--- src/rtl/request_unit.sv ---
// Memory request unit: drives instruction fetch at the current PC, holds load/store
// requests until the data side completes, and strobes pcen once per finished instruction.
module request_unit #(
    parameter int WORD_W = 32,
    parameter int CNT_W  = 16
) (
    input  logic              CLK,
    input  logic              RST,
    input  logic [WORD_W-1:0] cpc,
    input  logic              ihit,
    input  logic              dhit,
    input  logic              dren_dec,
    input  logic              dwen_dec,
    input  logic              halt_dec,
    output logic [WORD_W-1:0] imemaddr,
    output logic              imemREN,
    output logic              dmemREN,
    output logic              dmemWEN,
    output logic              pcen,
    output logic              halt,
    output logic [CNT_W-1:0]  stall_cnt
);

    typedef enum logic [1:0] {
        FETCH  = 2'd0,
        DATA   = 2'd1,
        HALTED = 2'd2
    } state_t;

    localparam logic [CNT_W-1:0] CNT_MAX = '1;

    state_t state;
    state_t state_next;
    logic   stall_inc;
    logic   mem_issue;

    assign imemaddr = cpc;

    always_ff @(posedge CLK) begin
        if (RST) begin
            state     <= FETCH;
            dmemREN   <= 1'b0;
            dmemWEN   <= 1'b0;
            halt      <= 1'b0;
            stall_cnt <= '0;
        end else begin
            state <= state_next;
            // Enables are latched on issue and held until the access leaves DATA
            if (mem_issue) begin
                dmemWEN <= dwen_dec;
                dmemREN <= dren_dec & ~dwen_dec;
            end else if (state_next != DATA) begin
                dmemWEN <= 1'b0;
                dmemREN <= 1'b0;
            end
            if (state_next == HALTED) begin
                halt <= 1'b1;
            end
            if (stall_inc && (stall_cnt != CNT_MAX)) begin
                stall_cnt <= stall_cnt + CNT_W'(1);
            end
        end
    end

    always_comb begin
        state_next = state;
        imemREN    = 1'b0;
        pcen       = 1'b0;
        stall_inc  = 1'b0;
        mem_issue  = 1'b0;
        case (state)
            FETCH: begin
                imemREN = 1'b1;
                if (ihit) begin
                    // Halt takes priority over any memory operation in the same instruction
                    if (halt_dec) begin
                        state_next = HALTED;
                    end else if (dren_dec || dwen_dec) begin
                        state_next = DATA;
                        mem_issue  = 1'b1;
                    end else begin
                        pcen = 1'b1;
                    end
                end else begin
                    stall_inc = 1'b1;
                end
            end
            DATA: begin
                if (dhit) begin
                    state_next = FETCH;
                    pcen       = 1'b1;
                end else begin
                    stall_inc = 1'b1;
                end
            end
            HALTED: begin
                state_next = HALTED;
            end
            default: begin
                state_next = FETCH;
            end
        endcase
        if (RST) begin
            imemREN = 1'b0;
            pcen    = 1'b0;
        end
    end

endmodule

--- config.mk ---
export PLATFORM = sky130hd
export DESIGN_NAME = request_unit
export DESIGN_NICKNAME = d
export VERILOG_FILES = /design/src/rtl/request_unit.sv
export SDC_FILE = /design/constraint.sdc
export NUM_CORES = 1
export LEC_CHECK = 0
export CAP_MARGIN = 20
export CORE_ASPECT_RATIO = 1.1
export CORE_UTILIZATION = 36
export CTS_BUF_LIST = sky130_fd_sc_hd__clkbuf_4
export CTS_CLUSTER_SIZE = 40
export DETAILED_ROUTE_END_ITERATION = 6
export PLACE_DENSITY_LB_ADDON = 0.25
export SLEW_MARGIN = 20
export SYNTH_ARGS = -nofsm -noshare
export SYNTH_HDL_FRONTEND = slang
export SYNTH_SLANG_ARGS = --single-unit
--- constraint.sdc ---
create_clock -name CLK -period 1.9 [get_ports CLK]
set_clock_uncertainty 0.05 [all_clocks]
set_input_delay 0.285 -clock CLK [delete_from_list [all_inputs] [get_ports CLK]]
set_output_delay 0.285 -clock CLK [all_outputs]
set_load 0.1 [all_outputs]
-- Word level (Yosys, flattened, before mapping)
Index checks and enable logic that the tools add are counted.
W data, S select, Z words.
- register bits after elaboration: 21
- input port bits: 39
- output and inout bits: 53
- word-level logic and storage cells: 40
- $add $sub $neg: 1
- eq/ne operators: 5
- muxes and demuxes: 23
- bitwise gates (word level): 2
- reductions and logical operators: 4
- operator list (operator ; number):
    $add A16 B1 Y16 const B ; 1
    $mux W1 ; 16
    $ne A16 B16 Y1 const B ; 1
    $mux W2 ; 4
    $pmux W2 S3 ; 1
    $eq A2 B2 Y1 const B ; 2
    $pmux W1 S2 ; 2
    $eq A2 B1 Y1 const B ; 1
    $logic_not A2 Y1 ; 1
    $ne A2 B1 Y1 const B ; 1
    $reduce_bool A2 Y1 ; 1
    $and A1 B1 Y1 ; 1
    $logic_and A1 B1 Y1 ; 1
    $logic_or A1 B1 Y1 ; 1
    $not A1 Y1 ; 1

-- Logic depth before layout (Yosys ltp)
Gate-level depths: netlist (run 1).
- depth in word-level cells: 8
- gate-level depth with buffers: 6

-- Least setup slack after synthesis (run 1)
OpenSTA, ideal clock, no wires.
- path type: register -> output
- start point: register state[0]
- end point: output port pcen
- data arrival time: 2.782 ns
- path slack: -1.217 ns
- stages on the path, launching flop included: 5
- path buffers: 0
- path through: dfxtp_1 > nand2b_1 > nor4_1 > a21oi_1 > nor3_1
- cells in the longest elaborated chain, start to end: 3
- elaborated cells between the ends (all ways): 4
- classes of those cells: eq/ne (1); mux (2); reduce/logical (1)
- RTL lines (what ; RTL line ; source):
    start, declared ; 32 ; state_t state;
    start signal, assigned ; 47 ; state <= state_next;
    $eq A2 B1 Y1 or $logic_not A2 Y1 (tied branches) ; 71 ; case (state)
    $pmux W1 S2 (*) ; 71 ;
    $mux W1 (*) ; 103 ; if (RST) begin
    end, declared ; 19 ; output logic pcen,
Mark *: on every way between the ends. The rest lies on a longest branch, timed or not.

-- Worst setup path after layout (run 1)
- start point: register state[0]
- end point: register stall_cnt[5]
- cells in the longest elaborated chain, start to end: 3
- elaborated cells between the ends (all ways): 4
- classes of those cells: eq/ne (1); mux (1); reduce/logical (2)
- RTL lines (what ; RTL line ; source):
    $eq A2 B1 Y1 or $logic_not A2 Y1 (tied branches) ; 71 ;
    $pmux W1 S2 (*) ; 71 ;
    $logic_and A1 B1 Y1 (*) ; 59 ; if (stall_inc && (stall_cnt != CNT_MAX)) begin
    end signal, assigned ; 60 ; stall_cnt <= stall_cnt + CNT_W'(1);
    end, declared ; 21 ; output logic [CNT_W-1:0] stall_cnt
Marks and branches as above.
A chain may end at the register's enable or synchronous reset.

==> results.md, run 1 <==
* Status: finished, final reports clean
* Post-Layout Cell Count at 211
* WL/cell at 14.5 um
* Die area at 0.00392 sq mm
* R2r startpoint: state[0]
* Commonest cells post-synth: buf_4, dfxtp_1, a21oi_1
* Hold Crit Class: in2reg
* Flops & latches, synth at 21
* Die Span X at 59.8 um
* Reg2reg setup slack at 0.07 ns
* Area contributors post-synth: dfxtp_1, buf_4, a21oi_1
* Cell Area, Synth at 0.00132 sq mm
* Vias in the first global route at 1129
* R2R Path End: stall_cnt[5]
* Sink Count at 21
* Post-DRT Antenna Nets at 0
* Post-synth cell types at 34
* R2R cell count at 6
* Slew margin rel. at 69.0%
* Worst-path clk slew at 0.11 ns
* Critical path endpoint category: register
* Effective utilization at floorplan at 38.7%
* Ant diodes at 0
* Root Buffer: clkbuf_4
* Syn Area/Cell at 8.37 sq um
* Worst EP arrival at 2.02 ns
* I/O Pins at 92
* Hold Path Stages at 3
* Die Y-Extent at 65.6 um
* Critical Path Source Type: register
* Top cell type's share of synthesized area at 31.8%
* Measured slew at the worst slew-check pin at 0.463 ns
* Power Internal at 0.604 mW
* Placed cells at 205
* Post-Synthesis Cells at 158
* Clock latency on the worst-skew pair at 0.31 ns
* Final period util at 96.5%
* Maxcap violations at 0
* Achievable Freq at 545 MHz
* CTS H-tree lvls at 1
* Sequential Power Share at 51.9%
* DPL Wire Length at 2140 um
* CTS Hold Bufs at 0
* Hold Path End: dmemREN
* CTS tree: yes
* Peak VDD IR at 0.319 mV
* Post-synth EDFFs at 0
* Initial antenna violation count at 0
* CTS Buffer Depth at 2
* RSZ-0062 raised after global routing: true
* Port bufs at 27
* Area growth from synthesis to layout at 19.6%
* Final hold violations at 0
* Largest net degree at the start of global routing at 23
* Setup violations, final at 0
* Min Tclk post-route at 1.83 ns
* Number of vias per cell at 5.66
* Critical Path RT at 2.08 ns
* Synth Net Count at 198
* Synth Warn # at 0
* RD Place Congestion at 0.824
* Crit-path max FO at 14
* Hold Worst Slack at 0.351 ns
* Core Area at 0.00341 sq mm
* Total vias in the final route at 1194
* HP Start: dren_dec
* Total grt overflow at 0
* Top cell type by total area after synthesis: dfxtp_1
* Count leader, synth: buf_4
* Setup TNS at 0 ns
* Clock network power share at 26.0%
* Gr usage total at 16.7%
* Net Switching at 0.277 mW
* CTS Buf Count at 3
* Worst Setup Path Type: reg2reg
* Power share of the combinational group at 22.1%
* Static Leakage at 0.578 nW
* NumNets Final at 204
* Pwr Density at 557 mW/mm^2
* Ys flop type: dfxtp_1
* Sequential area share after synthesis at 31.8%
* Design Power at 0.881 mW
* DRC violations left at 0
* FFs w/ async S/R, synth at 0%
* DR iter-0 viols at 56
* Share of cells above drive strength 1 at 40.5%
* Routed WL at 3060 um
* Switching share of power at 31.4%
* Row cnt at 22
* Drt pass-1 iters at 4
* Global-route wire length before repair at 5030 um
* Max Slew Vio Count at 0
* Util after Layout at 46.3%
metrics by stage:
step / area, sq um / setup WS, ns
2_1_floorplan: 1390 / -0.122
3_3_place_gp: 1490 / -0.0750
3_5_place_dp: 1490 / -0.152
4_1_cts: 1570 / -0.0300
5_1_grt: 1580 / -0.0526
6_report: 1580 / 0.0665
critical path, cell delays in order (launching register included):
cell and delay (ns):
dfxtp_4 0.36, buf_4 0.10, buf_4 0.11, mux2i_4 0.23, nand2_2 0.19, or4_1 0.54, a21oi_1 0.17
how the worst max path moves through the flow:
stage          startpoint            end  slack (ns)
2_1_floorplan         RST        imemREN       -0.12
3_3_place_gp         dhit  stall_cnt[14]       -0.07
3_5_place_dp         dhit  stall_cnt[14]       -0.15
4_1_cts          state[0]           pcen       -0.03
5_1_grt          state[0]  stall_cnt[10]       -0.05
6_report         state[0]   stall_cnt[5]        0.07
power groups by stage:
stage / registers [mW] / clock network, mW / logic [mW]
floorplan: 0.523 / 0 / 0.383
global placement: 0.468 / 0 / 0.181
detailed placement: 0.469 / 0 / 0.185
CTS: 0.458 / 0.245 / 0.195
global route: 0.460 / 0.262 / 0.206
finish: 0.458 / 0.229 / 0.195
flip-flops by register name (all words and copies together) (netlist names):
signal,count
stall_cnt,16
state,2
dmemREN,1
dmemWEN,1
halt,1
layout by cell type, fill, tap and decap left out, drive strengths merged, types with 5 or more instances in the layout:
cell / synthesis / final
or4: 11 / 11
buf: 35 / 32
nand2: 7 / 7
inv: 5 / 5
nor2: 5 / 5
o31ai: 11 / 11
nand4: 8 / 8
a21oi: 17 / 17
nor3: 5 / 5
dfxtp: 21 / 21
layout make-up:
class                           count  area (sq um)
Timing Repair Buffer               38           332
Inverter                            5          18.8
Fill cell                         352          1830
Tap cell                           48          60.1
Multi-Input combinational cell     95           682
Sequential cell                    21           459
Clock buffer                        4          30.0
routing by layer:
| metal | global-route usage, % | wire (um) | share of wire [%] |
|---|---|---|---|
| met5 | 0 | 0 | 0 |
| met4 | 12.2 | 68 | 2.2 |
| met3 | 2.56 | 222 | 7.3 |
| met2 | 26.0 | 1450 | 47 |
| met1 | 20.4 | 1320 | 43 |
cell families after synthesis:
logic type,count (synthesis),synth area share [%]
AOI/OAI and AO/OA,38,17.8
DFF,21,31.8
adders and majority gates,1,0.946
buffers and inverters,42,21.3
and+or+nand+nor,54,25.6
muxes,2,2.55
repair_timing:
action,in CTS,in global routing
pin swaps,2,1
setup endpoints to repair,1,8
gates resized for setup,7,4
setup buffers,3,0
cloned,0,0
Note: power is estimated with default switching activity, not from simulation.
==> run 2, diff against run 1 <==
--- a/config.mk
+++ b/config.mk
@@ -5,10 +5,10 @@
 export SDC_FILE = /design/constraint.sdc
 export NUM_CORES = 1
 export LEC_CHECK = 0
-export CAP_MARGIN = 20
+export CAP_MARGIN = 25
 export CORE_ASPECT_RATIO = 1.1
 export CORE_UTILIZATION = 36
-export CTS_BUF_LIST = sky130_fd_sc_hd__clkbuf_4
+export CTS_BUF_LIST = sky130_fd_sc_hd__clkbuf_8
 export CTS_CLUSTER_SIZE = 40
 export DETAILED_ROUTE_END_ITERATION = 6
 export PLACE_DENSITY_LB_ADDON = 0.25
==> run 2 against run 1 <==
Against the previous run: count of clock-buffer cells in the layout is 1 lower; register-to-register slack better by 0.04 ns; critical path depth is 1 lower; routed wire length is 3.5% lower; hold slack better by 0.054 ns; maximum frequency is 0.52% lower; worst setup slack worse by 0.0095 ns; cell area is 0.47% lower; global-route usage is 0.20 points lower; sequential power hardly changed; largest power group unchanged.
==> results.md, run 2 (same netlist as run 1, synthesis figures left out) <==
* Design area at 0.00157 sq mm (was 0.00158 sq mm)
* Clock latency on the worst-skew pair at 0.26 ns (was 0.31 ns)
* Row cnt at 22 (unchanged)
* CTS Buf Count at 3 (unchanged)
* Worst EP arrival at 1.51 ns (was 2.02 ns)
* Commonest non-fill, non-tap cell in the layout: buf_4 (unchanged)
* Sink Count at 21 (unchanged)
* Area of the multi-input gates at 682 sq um (unchanged)
* Min Tclk post-route at 1.84 ns (was 1.83 ns)
* Post-DRT Antenna Nets at 0 (unchanged)
* Largest net degree at the start of global routing at 23 (unchanged)
* Port bufs at 27 (unchanged)
* Pwr Density at 594 mW/mm^2 (was 557 mW/mm^2)
* Worst-path clk slew at 0.07 ns (was 0.11 ns)
* DR iter-0 viols at 73 (was 56)
* Setup TNS at 0 ns (unchanged)
* Final WS setup at 0.0570 ns (was 0.0665 ns)
* Die Y-Extent at 65.6 um (unchanged)
* Die area at 0.00392 sq mm (unchanged)
* Slew margin rel. at 69.5% (was 69.0%)
* Gr usage total at 16.5% (was 16.7%)
* Hold Worst Slack at 0.405 ns (was 0.351 ns)
* Post-Layout Cell Count at 209 (was 211)
* CTS tree: yes (unchanged)
* Util after Layout at 46.1% (was 46.3%)
* Dpl ws at -0.152 ns (unchanged)
* Worst Setup Path Type: in2out (was reg2reg)
* I/O Pins at 92 (unchanged)
* Global-route wire length before repair at 5010 um (was 5030 um)
* Number of vias per cell at 5.82 (was 5.66)
* DRC violations left at 0 (unchanged)
* Ant diodes at 0 (unchanged)
* Most flop-heavy register: stall_cnt (unchanged)
* Static Leakage at 0.548 nW (was 0.578 nW)
* Max FFs per register at 16 (unchanged)
* Dpl cell area at 0.00149 sq mm (unchanged)
* Die Span X at 59.8 um (unchanged)
* Root Buffer: clkbuf_8 (was clkbuf_4)
* Max Slew Vio Count at 0 (unchanged)
* RD Place Congestion at 0.824 (unchanged)
* Area growth from synthesis to layout at 19.0% (was 19.6%)
* Final period util at 97.0% (was 96.5%)
* Peak VDD IR at 0.333 mV (was 0.319 mV)
* Setup violations, final at 0 (unchanged)
* Final hold violations at 0 (unchanged)
* Total vias in the final route at 1217 (was 1194)
* Critical path endpoint category: output pin (was register)
* Measured slew at the worst slew-check pin at 0.455 ns (was 0.463 ns)
* Biggest regs: stall_cnt: 16 flops, state: 2 flops (unchanged)
* Achievable Freq at 543 MHz (was 545 MHz)
* Initial antenna violation count at 0 (unchanged)
* Critical Path Source Type: primary input (was register)
* Commonest cells after routing, fill and taps aside: buf_4, a21oi_1, o31ai_1, or4_1, dfxtp_2 (unchanged)
* Status: finished, final reports clean (unchanged)
* Critical Path RT at 1.56 ns (was 2.08 ns)
* Routed WL at 2950 um (was 3060 um)
* Drt pass-1 iters at 4 (unchanged)
* DPL Wire Length at 2140 um (unchanged)
* NumNets Final at 202 (was 204)
* Design Power at 0.935 mW (was 0.881 mW)
* WL/cell at 14.1 um (was 14.5 um)
* Placed cells at 205 (unchanged)
* Share of cells above drive strength 1 at 39.1% (was 40.5%)
* Crit-path max FO at 3 (was 14)
* CTS Hold Bufs at 0 (unchanged)
* Vias in the first global route at 1139 (was 1129)
* CTS H-tree lvls at 1 (unchanged)
* Total grt overflow at 0 (unchanged)
* Maxcap violations at 0 (unchanged)
* CTS Buffer Depth at 2 (unchanged)
* Core Area at 0.00341 sq mm (unchanged)
* RSZ-0062 raised after global routing: true (unchanged)
* Hold Crit Class: reg2reg (was in2reg)
* Effective utilization at floorplan at 38.7% (unchanged)
* Register area at 459 sq um (unchanged)
* Fill cells at 353 (was 352)
run 2: path summary, 6_finish.rpt:
path | start | endpoint | slack (ns) | cells after the start
worst max register to register | state[0] | stall_cnt[14] | 0.11 | 5
worst min register to register | halt | halt | 0.40 | 1
worst max-delay path | dren_dec | pcen | 0.06 | 5
worst min-delay path | halt | halt | 0.40 | 1
run 2: final cells by class:
type | count | share of cell area [%]
Inverter | 5 | 1.19
Sequential cell | 21 | 29.2
Clock inverter | 1 | 0.238
Clock buffer | 3 | 2.62
Multi-Input combinational cell | 95 | 43.3
Timing Repair Buffer | 36 | 19.6
Tap cell | 48 | 3.82
run 2: repair_timing:
action,in CTS,in global routing
endpoints found under the setup margin,1,5
pin swaps,2,2
gates resized for setup,6,2
setup buffers,1,0
hold endpoints to repair,0,0
run 2: critical path, cell delays in order:
cell and delay (ns):
clkdlybuf4s50_1 0.49, nor4_4 0.30, a21oi_2 0.07, nor3_4 0.16, buf_12 0.20
run 2: routing by layer:
layer / GRT usage [%] / wire length, um
met5: 0 / 0
met4: 11.6 / 99
met3: 3.54 / 208
met1: 19.5 / 1260
met2: 25.8 / 1380
run 2: power by group:
group	switching, mW	internal, mW
registers	0.0152	0.444
logic	0.128	0.0621
clock network	0.142	0.144
total	0.285	0.650
